<file path="src/rtl/decode_stage.sv">
// decode_stage: registered instruction-decode stage between fetch and execute.
// The stage accepts instr/pcPlus4 over a valid/ready handshake. One cycle later
// it presents a decoded control bundle from a single output register.
// Ports:
//   clk, reset          rising-edge clock, synchronous active-high reset
//   flush               kill the held bundle and block input this cycle
//   inValid/inReady     fetch-side handshake; instr (32b), pcPlus4 (XLEN)
//   outValid/outReady   execute-side handshake
//   rs, rt, rd, regWAddr, op, pcSrcCtrl, regDInCtrl, regWe, dmWe, bneCtrl,
//   aluBSrcCtrl, imm, jAddr, pcPlus4Out, illegal   registered decoded bundle
//   stall               combinational load-use interlock
module decode_stage #(
  parameter int XLEN           = 32,
  parameter bit ENABLE_EXT     = 1'b1,
  parameter bit ZERO_EXT_LOGIC = 1'b1,
  parameter int LINK_REG       = 31
) (
  input  logic            clk,
  input  logic            reset,
  input  logic            flush,
  input  logic            inValid,
  output logic            inReady,
  input  logic [31:0]     instr,
  input  logic [XLEN-1:0] pcPlus4,
  output logic            outValid,
  input  logic            outReady,
  output logic [4:0]      rs,
  output logic [4:0]      rt,
  output logic [4:0]      rd,
  output logic [4:0]      regWAddr,
  output logic [2:0]      op,
  output logic [1:0]      pcSrcCtrl,
  output logic [1:0]      regDInCtrl,
  output logic            regWe,
  output logic            dmWe,
  output logic            bneCtrl,
  output logic            aluBSrcCtrl,
  output logic [XLEN-1:0] imm,
  output logic [25:0]     jAddr,
  output logic [XLEN-1:0] pcPlus4Out,
  output logic            illegal,
  output logic            stall
);

  localparam logic [2:0] OP_ADD = 3'd0, OP_SUB = 3'd1, OP_XOR = 3'd2, OP_SLT = 3'd3;
  localparam logic [2:0] OP_AND = 3'd4, OP_NOR = 3'd6, OP_OR = 3'd7;
  localparam logic [1:0] PC_J = 2'd1, PC_JR = 2'd2, PC_BR = 2'd3;
  localparam logic [1:0] RD_DM = 2'd1, RD_LINK = 2'd2;
  localparam logic [4:0] LINK_ADDR = 5'(LINK_REG);

  logic [5:0] opcode, funct;
  logic [4:0] in_rs, in_rt, in_rd;
  assign opcode = instr[31:26];
  assign funct  = instr[5:0];
  assign in_rs  = instr[25:21];
  assign in_rt  = instr[20:16];
  assign in_rd  = instr[15:11];

  // Decoded bundle for the incoming instruction
  logic [2:0] op_next;
  logic [1:0] pcsrc_next, regdin_next;
  logic       regwe_next, dmwe_next, bne_next, alub_next, illegal_next;
  logic [4:0] waddr_next;
  logic [XLEN-1:0] imm_next, imm_sext, imm_zext;

  generate
    if (XLEN > 16) begin : g_imm_wide
      assign imm_sext = {{(XLEN-16){instr[15]}}, instr[15:0]};
      assign imm_zext = {{(XLEN-16){1'b0}}, instr[15:0]};
    end else begin : g_imm_narrow
      assign imm_sext = instr[15:0];
      assign imm_zext = instr[15:0];
    end
  endgenerate

  // Only the logical immediates (ANDI/ORI/XORI) may be zero-extended.
  assign imm_next = (ZERO_EXT_LOGIC && (opcode == 6'h0c || opcode == 6'h0d || opcode == 6'h0e))
                    ? imm_zext : imm_sext;

  always_comb begin
    op_next      = OP_ADD;
    pcsrc_next   = 2'd0;
    regdin_next  = 2'd0;
    regwe_next   = 1'b0;
    dmwe_next    = 1'b0;
    bne_next     = 1'b0;
    alub_next    = 1'b0;
    waddr_next   = 5'd0;
    illegal_next = 1'b0;
    case (opcode)
      6'h23: begin alub_next = 1'b1; regwe_next = 1'b1; regdin_next = RD_DM; waddr_next = in_rt; end
      6'h2b: begin alub_next = 1'b1; dmwe_next = 1'b1; end
      6'h02: pcsrc_next = PC_J;
      6'h03: begin pcsrc_next = PC_J; regwe_next = 1'b1; regdin_next = RD_LINK; waddr_next = LINK_ADDR; end
      6'h04, 6'h05: begin op_next = OP_SUB; pcsrc_next = PC_BR; bne_next = opcode[0]; end
      6'h08: begin alub_next = 1'b1; regwe_next = 1'b1; waddr_next = in_rt; end
      6'h0e: begin op_next = OP_XOR; alub_next = 1'b1; regwe_next = 1'b1; waddr_next = in_rt; end
      6'h0a, 6'h0c, 6'h0d: begin
        alub_next  = 1'b1;
        regwe_next = 1'b1;
        waddr_next = in_rt;
        op_next    = (opcode == 6'h0a) ? OP_SLT : (opcode == 6'h0c) ? OP_AND : OP_OR;
        illegal_next = !ENABLE_EXT;
      end
      6'h00: begin
        waddr_next = in_rd;
        case (funct)
          6'h08: pcsrc_next = PC_JR;
          6'h20: regwe_next = 1'b1;
          6'h22: begin op_next = OP_SUB; regwe_next = 1'b1; end
          6'h2a: begin op_next = OP_SLT; regwe_next = 1'b1; end
          6'h24: begin op_next = OP_AND; regwe_next = 1'b1; illegal_next = !ENABLE_EXT; end
          6'h25: begin op_next = OP_OR;  regwe_next = 1'b1; illegal_next = !ENABLE_EXT; end
          6'h26: begin op_next = OP_XOR; regwe_next = 1'b1; illegal_next = !ENABLE_EXT; end
          6'h27: begin op_next = OP_NOR; regwe_next = 1'b1; illegal_next = !ENABLE_EXT; end
          6'h09: begin
            pcsrc_next = PC_JR; regdin_next = RD_LINK; regwe_next = 1'b1;
            illegal_next = !ENABLE_EXT;
          end
          default: illegal_next = 1'b1;
        endcase
      end
      default: illegal_next = 1'b1;
    endcase
    // An illegal instruction travels down the pipe as a harmless NOP-like bundle.
    if (illegal_next) begin
      op_next     = OP_ADD;
      pcsrc_next  = 2'd0;
      regdin_next = 2'd0;
      regwe_next  = 1'b0;
      dmwe_next   = 1'b0;
      bne_next    = 1'b0;
      alub_next   = 1'b0;
      waddr_next  = 5'd0;
    end
    // $zero is never written.
    if (waddr_next == 5'd0) regwe_next = 1'b0;
  end

  // Output register
  logic            valid_reg, regwe_reg, dmwe_reg, bne_reg, alub_reg, illegal_reg;
  logic [4:0]      rs_reg, rt_reg, rd_reg, waddr_reg;
  logic [2:0]      op_reg;
  logic [1:0]      pcsrc_reg, regdin_reg;
  logic [XLEN-1:0] imm_reg, pc_reg;
  logic [25:0]     jaddr_reg;

  // Load-use hazard: the held bundle is a load whose destination the incoming
  // instruction reads. J/JAL read no register; only R-type, branches and SW read rt.
  logic reads_rs, reads_rt, accept;
  assign reads_rs = (opcode != 6'h02) && (opcode != 6'h03);
  assign reads_rt = (opcode == 6'h00) || (opcode == 6'h04) || (opcode == 6'h05) || (opcode == 6'h2b);
  assign stall = inValid && valid_reg && (regdin_reg == RD_DM) && regwe_reg &&
                 ((reads_rs && in_rs == waddr_reg) || (reads_rt && in_rt == waddr_reg));
  assign inReady = !reset && (!valid_reg || outReady) && !stall && !flush;
  assign accept  = inValid && inReady;

  always_ff @(posedge clk) begin
    if (reset) begin
      valid_reg   <= 1'b0;
      rs_reg      <= '0;
      rt_reg      <= '0;
      rd_reg      <= '0;
      waddr_reg   <= '0;
      op_reg      <= OP_ADD;
      pcsrc_reg   <= '0;
      regdin_reg  <= '0;
      regwe_reg   <= 1'b0;
      dmwe_reg    <= 1'b0;
      bne_reg     <= 1'b0;
      alub_reg    <= 1'b0;
      illegal_reg <= 1'b0;
      imm_reg     <= '0;
      jaddr_reg   <= '0;
      pc_reg      <= '0;
    end else if (flush) begin
      valid_reg <= 1'b0;
    end else if (accept) begin
      valid_reg   <= 1'b1;
      rs_reg      <= in_rs;
      rt_reg      <= in_rt;
      rd_reg      <= in_rd;
      waddr_reg   <= waddr_next;
      op_reg      <= op_next;
      pcsrc_reg   <= pcsrc_next;
      regdin_reg  <= regdin_next;
      regwe_reg   <= regwe_next;
      dmwe_reg    <= dmwe_next;
      bne_reg     <= bne_next;
      alub_reg    <= alub_next;
      illegal_reg <= illegal_next;
      imm_reg     <= imm_next;
      jaddr_reg   <= instr[25:0];
      pc_reg      <= pcPlus4;
    end else if (outReady) begin
      valid_reg <= 1'b0;
    end
  end

  assign outValid    = valid_reg;
  assign rs          = rs_reg;
  assign rt          = rt_reg;
  assign rd          = rd_reg;
  assign regWAddr    = waddr_reg;
  assign op          = op_reg;
  assign pcSrcCtrl   = pcsrc_reg;
  assign regDInCtrl  = regdin_reg;
  assign regWe       = regwe_reg;
  assign dmWe        = dmwe_reg;
  assign bneCtrl     = bne_reg;
  assign aluBSrcCtrl = alub_reg;
  assign imm         = imm_reg;
  assign jAddr       = jaddr_reg;
  assign pcPlus4Out  = pc_reg;
  assign illegal     = illegal_reg;

endmodule

</file>
<file path="config.mk">
export PLATFORM = sky130hd
export DESIGN_NAME = decode_stage
export DESIGN_NICKNAME = d
export VERILOG_FILES = /design/src/rtl/decode_stage.sv
export SDC_FILE = /design/constraint.sdc
export NUM_CORES = 1
export LEC_CHECK = 0
export BUFFER_PORTS_ARGS = -buffer_cell sky130_fd_sc_hd__buf_2
export CORE_ASPECT_RATIO = 0.75
export CORE_MARGIN = 3
export CORE_UTILIZATION = 47
export CTS_BUF_LIST = sky130_fd_sc_hd__clkbuf_8
export DETAILED_ROUTE_END_ITERATION = 12
export PLACE_DENSITY_LB_ADDON = 0.25
export SLEW_MARGIN = 10
export SYNTH_ARGS = -nofsm -noshare
export SYNTH_HDL_FRONTEND = slang
export SYNTH_SLANG_ARGS = --single-unit
export TNS_END_PERCENT = 1
</file>
<file path="constraint.sdc">
create_clock -name clk -period 2.1 [get_ports clk]
set_input_delay 0.21 -clock clk [delete_from_list [all_inputs] [get_ports clk]]
set_output_delay 0.21 -clock clk [all_outputs]
set_load 0.05 [all_outputs]
</file>
==> results.yml <==
outcome:
  status: "finished, violations left"
  violations: "setup timing"
worst_setup_path:
  worstSetupEndpointType: "flop"
  cp_top_family: "simple AND/OR/NAND/NOR gates"
  cp-start-kind: "flop"
  worstSetupPathType: "reg2reg"
  cp_slowest_cell: "or3_4"
  worst-endpoint-arrival_ns: 2.31
  cp_max_fo: 15
  path_cells: "xnor2_1, o211ai_2, or3_4, and4_2, buf_4, nor2_1, a211oi_2"
  required_ns: 2.31
  cpPeakStageDelay_ns: 0.45
  critPathBufInv: 1
finish:
  fin_cells: 726
  final_cell_mix: "buf_2, nand2_1, dfxtp_1, a21oi_1, buf_4"
  area_growth_pct: 29.4
  final_core_util: 0.642
  layout.nets: 689
  drive_gt1_frac: 0.408
  n_fill_cell: 691
  largest_register_ffs: 32
  final_common_cell: "buf_2"
  num_antenna_cells: 0
  postLayoutCellArea_sq_um: 4840
timing:
  rsz0062_at_grt: "yes"
  drv_slew: 0
  finalWorstSetupSlack_ns: -0.0000886
  worst_slew_pin_slew_ns: 0.544
  setup_tns_ns: -0.0000886
  layout_min_cycle_time_ns: 2.10
  max_freq_mhz: 476
  maxSlewHeadroom: 0.635
  whs_ns: 0.0768
  hold_violations: 0
  clock_skew_ns: 0.00746
  setup_viol: 1
  timing.final.crit_share: 1.00
global_route:
  grt_max_degree: 52
  grt_overflow: 0
  grt_pass1_wl_mm: 16.5
  grtUsageTotal: 0.226
  grt_pass1_vias: 3378
  antenna_found_initial: 0
placement:
  pre_cts_ws_ns: 0.0611
  dp_hpwl_mm: 7.97
  numPlacedInstances: 708
  port_buffers: 193
  gp_congestion: 0.896
  placed_cell_area_sq_um: 4510
route:
  drt-total-wl_mm: 10.7
  wl_per_cell_microns: 14.8
  vias_per_cell: 5.18
  ant_nets: 0
  vias: 3762
  route.detailed.drc: 0
  drt_iter0_drc: 309
  drtPass1Iterations: 5
synth:
  ys_types: 50
  synth_nets: 539
  postSynth.asyncResetShare: 0
  synth_edf_count: 0
  synth.yosys.seq_area_share: 0.412
  syn_area_sq_um: 3740
  synth_top_area_cell: "dfxtp_1"
  synth_ff_type: "dfxtp_1"
  synth.area.top_cells: "dfxtp_1, nand2_1, buf_4"
  yosys_warnings: 0
  avgSynthCellArea_sq_um: 7.96
  synth.top_cell.area_share: 0.412
  ys_ff_latch: 77
  syn_inst: 470
power:
  power_mw: 3.43
  max-vdd-ir-drop_mv: 0.375
  power_density_nw_per_um2: 709
  p_leak_nw: 2.29
die:
  chipHeight_microns: 83.3
  die_width_microns: 109
  start_util: 0.496
  core_sq_um: 7530
  dieArea_sq_um: 9070
  ios: 194
  num_rows: 27
clocking:
  cts.clk_slew.worst_paths_ns: 0.08
  clk_latency_ns: 0.34
  cts_buffer_depth: 2
  cts_tree: "yes"
  root_buffer: "clkbuf_8"
  h-tree-depth: 3
  cts_sinks: 77
  cts_buffers: 9
job:
  cap_violations: 0
worst_hold_path:
  min_path_type: "in2reg"
## worst paths after layout
kind / start / to / slack [ns] / cells past startpoint
setup reg to reg: regWAddr[1]$_SDFFE_PP0P_ / op[0]$_SDFFE_PP0P_ / -0.00009 / 7
setup / recovery: regWAddr[1]$_SDFFE_PP0P_ / op[0]$_SDFFE_PP0P_ / -0.00009 / 7
hold / removal: flush / outValid$_SDFFE_PP0P_ / 0.08 / 2
hold reg to reg: pcPlus4Out[4]$_SDFFE_PP0P_ / pcPlus4Out[4]$_SDFFE_PP0P_ / 0.45 / 2
## area by class of cell
| cell class | count | area (sq um) | share of cell area |
|---|---|---|---|
| sequential | 77 | 1550 | 0.321 |
| inverter | 2 | 7.51 | 0.00155 |
| tap | 101 | 126 | 0.0261 |
| clock buffer | 10 | 138 | 0.0284 |
| multi-input combinational | 315 | 1740 | 0.360 |
| clock inverter | 6 | 80.1 | 0.0166 |
| timing repair buffer | 215 | 1190 | 0.246 |
## where the power goes
group	switching [mW]	internal [mW]
Clock	0.529	0.692
Sequential	0.0277	1.50
Combinational	0.483	0.194
## kinds of logic after synthesis
kind of cell,share of synthesized area
simple gates,0.247
xor+xnor,0.0234
mux,0.00535
compound gates,0.172
flops,0.412
buf+inv,0.140
## Yosys cell counts (3+ instances only)
cell	instances
nand2_1	130
dfxtp_1	77
a21oi_1	68
buf_4	56
nor2_1	18
clkbuf_1	13
nand3b_1	7
nand2b_1	6
o21ai_0	6
a221oi_1	5
buf_2	5
nand3_1	5
nor2b_1	5
nor3_1	5
xnor2_1	5
xor2_1	5
nor3b_1	4
o31ai_2	4
a211oi_2	3
o22ai_1	3
## metal layers
layer / vias up / GRT usage / share of wire
li1: 1838 / - / -
met1: 1740 / 0.288 / 0.42
met4: 0 / 0.0665 / 0.016
met3: 19 / 0.0598 / 0.082
met2: 165 / 0.372 / 0.48
met5: - / 0 / 0
## what timing repair did
item | 4_1_cts | 5_1_grt
endpoints found under the setup margin | 2 | 75
pin swaps | 0 | 6
gates resized for setup | 4 | 13
setup buffers | 0 | 1
hold buffers | 0 | 0
cloned | 0 | 1
(Power assumes the default switching activity.)
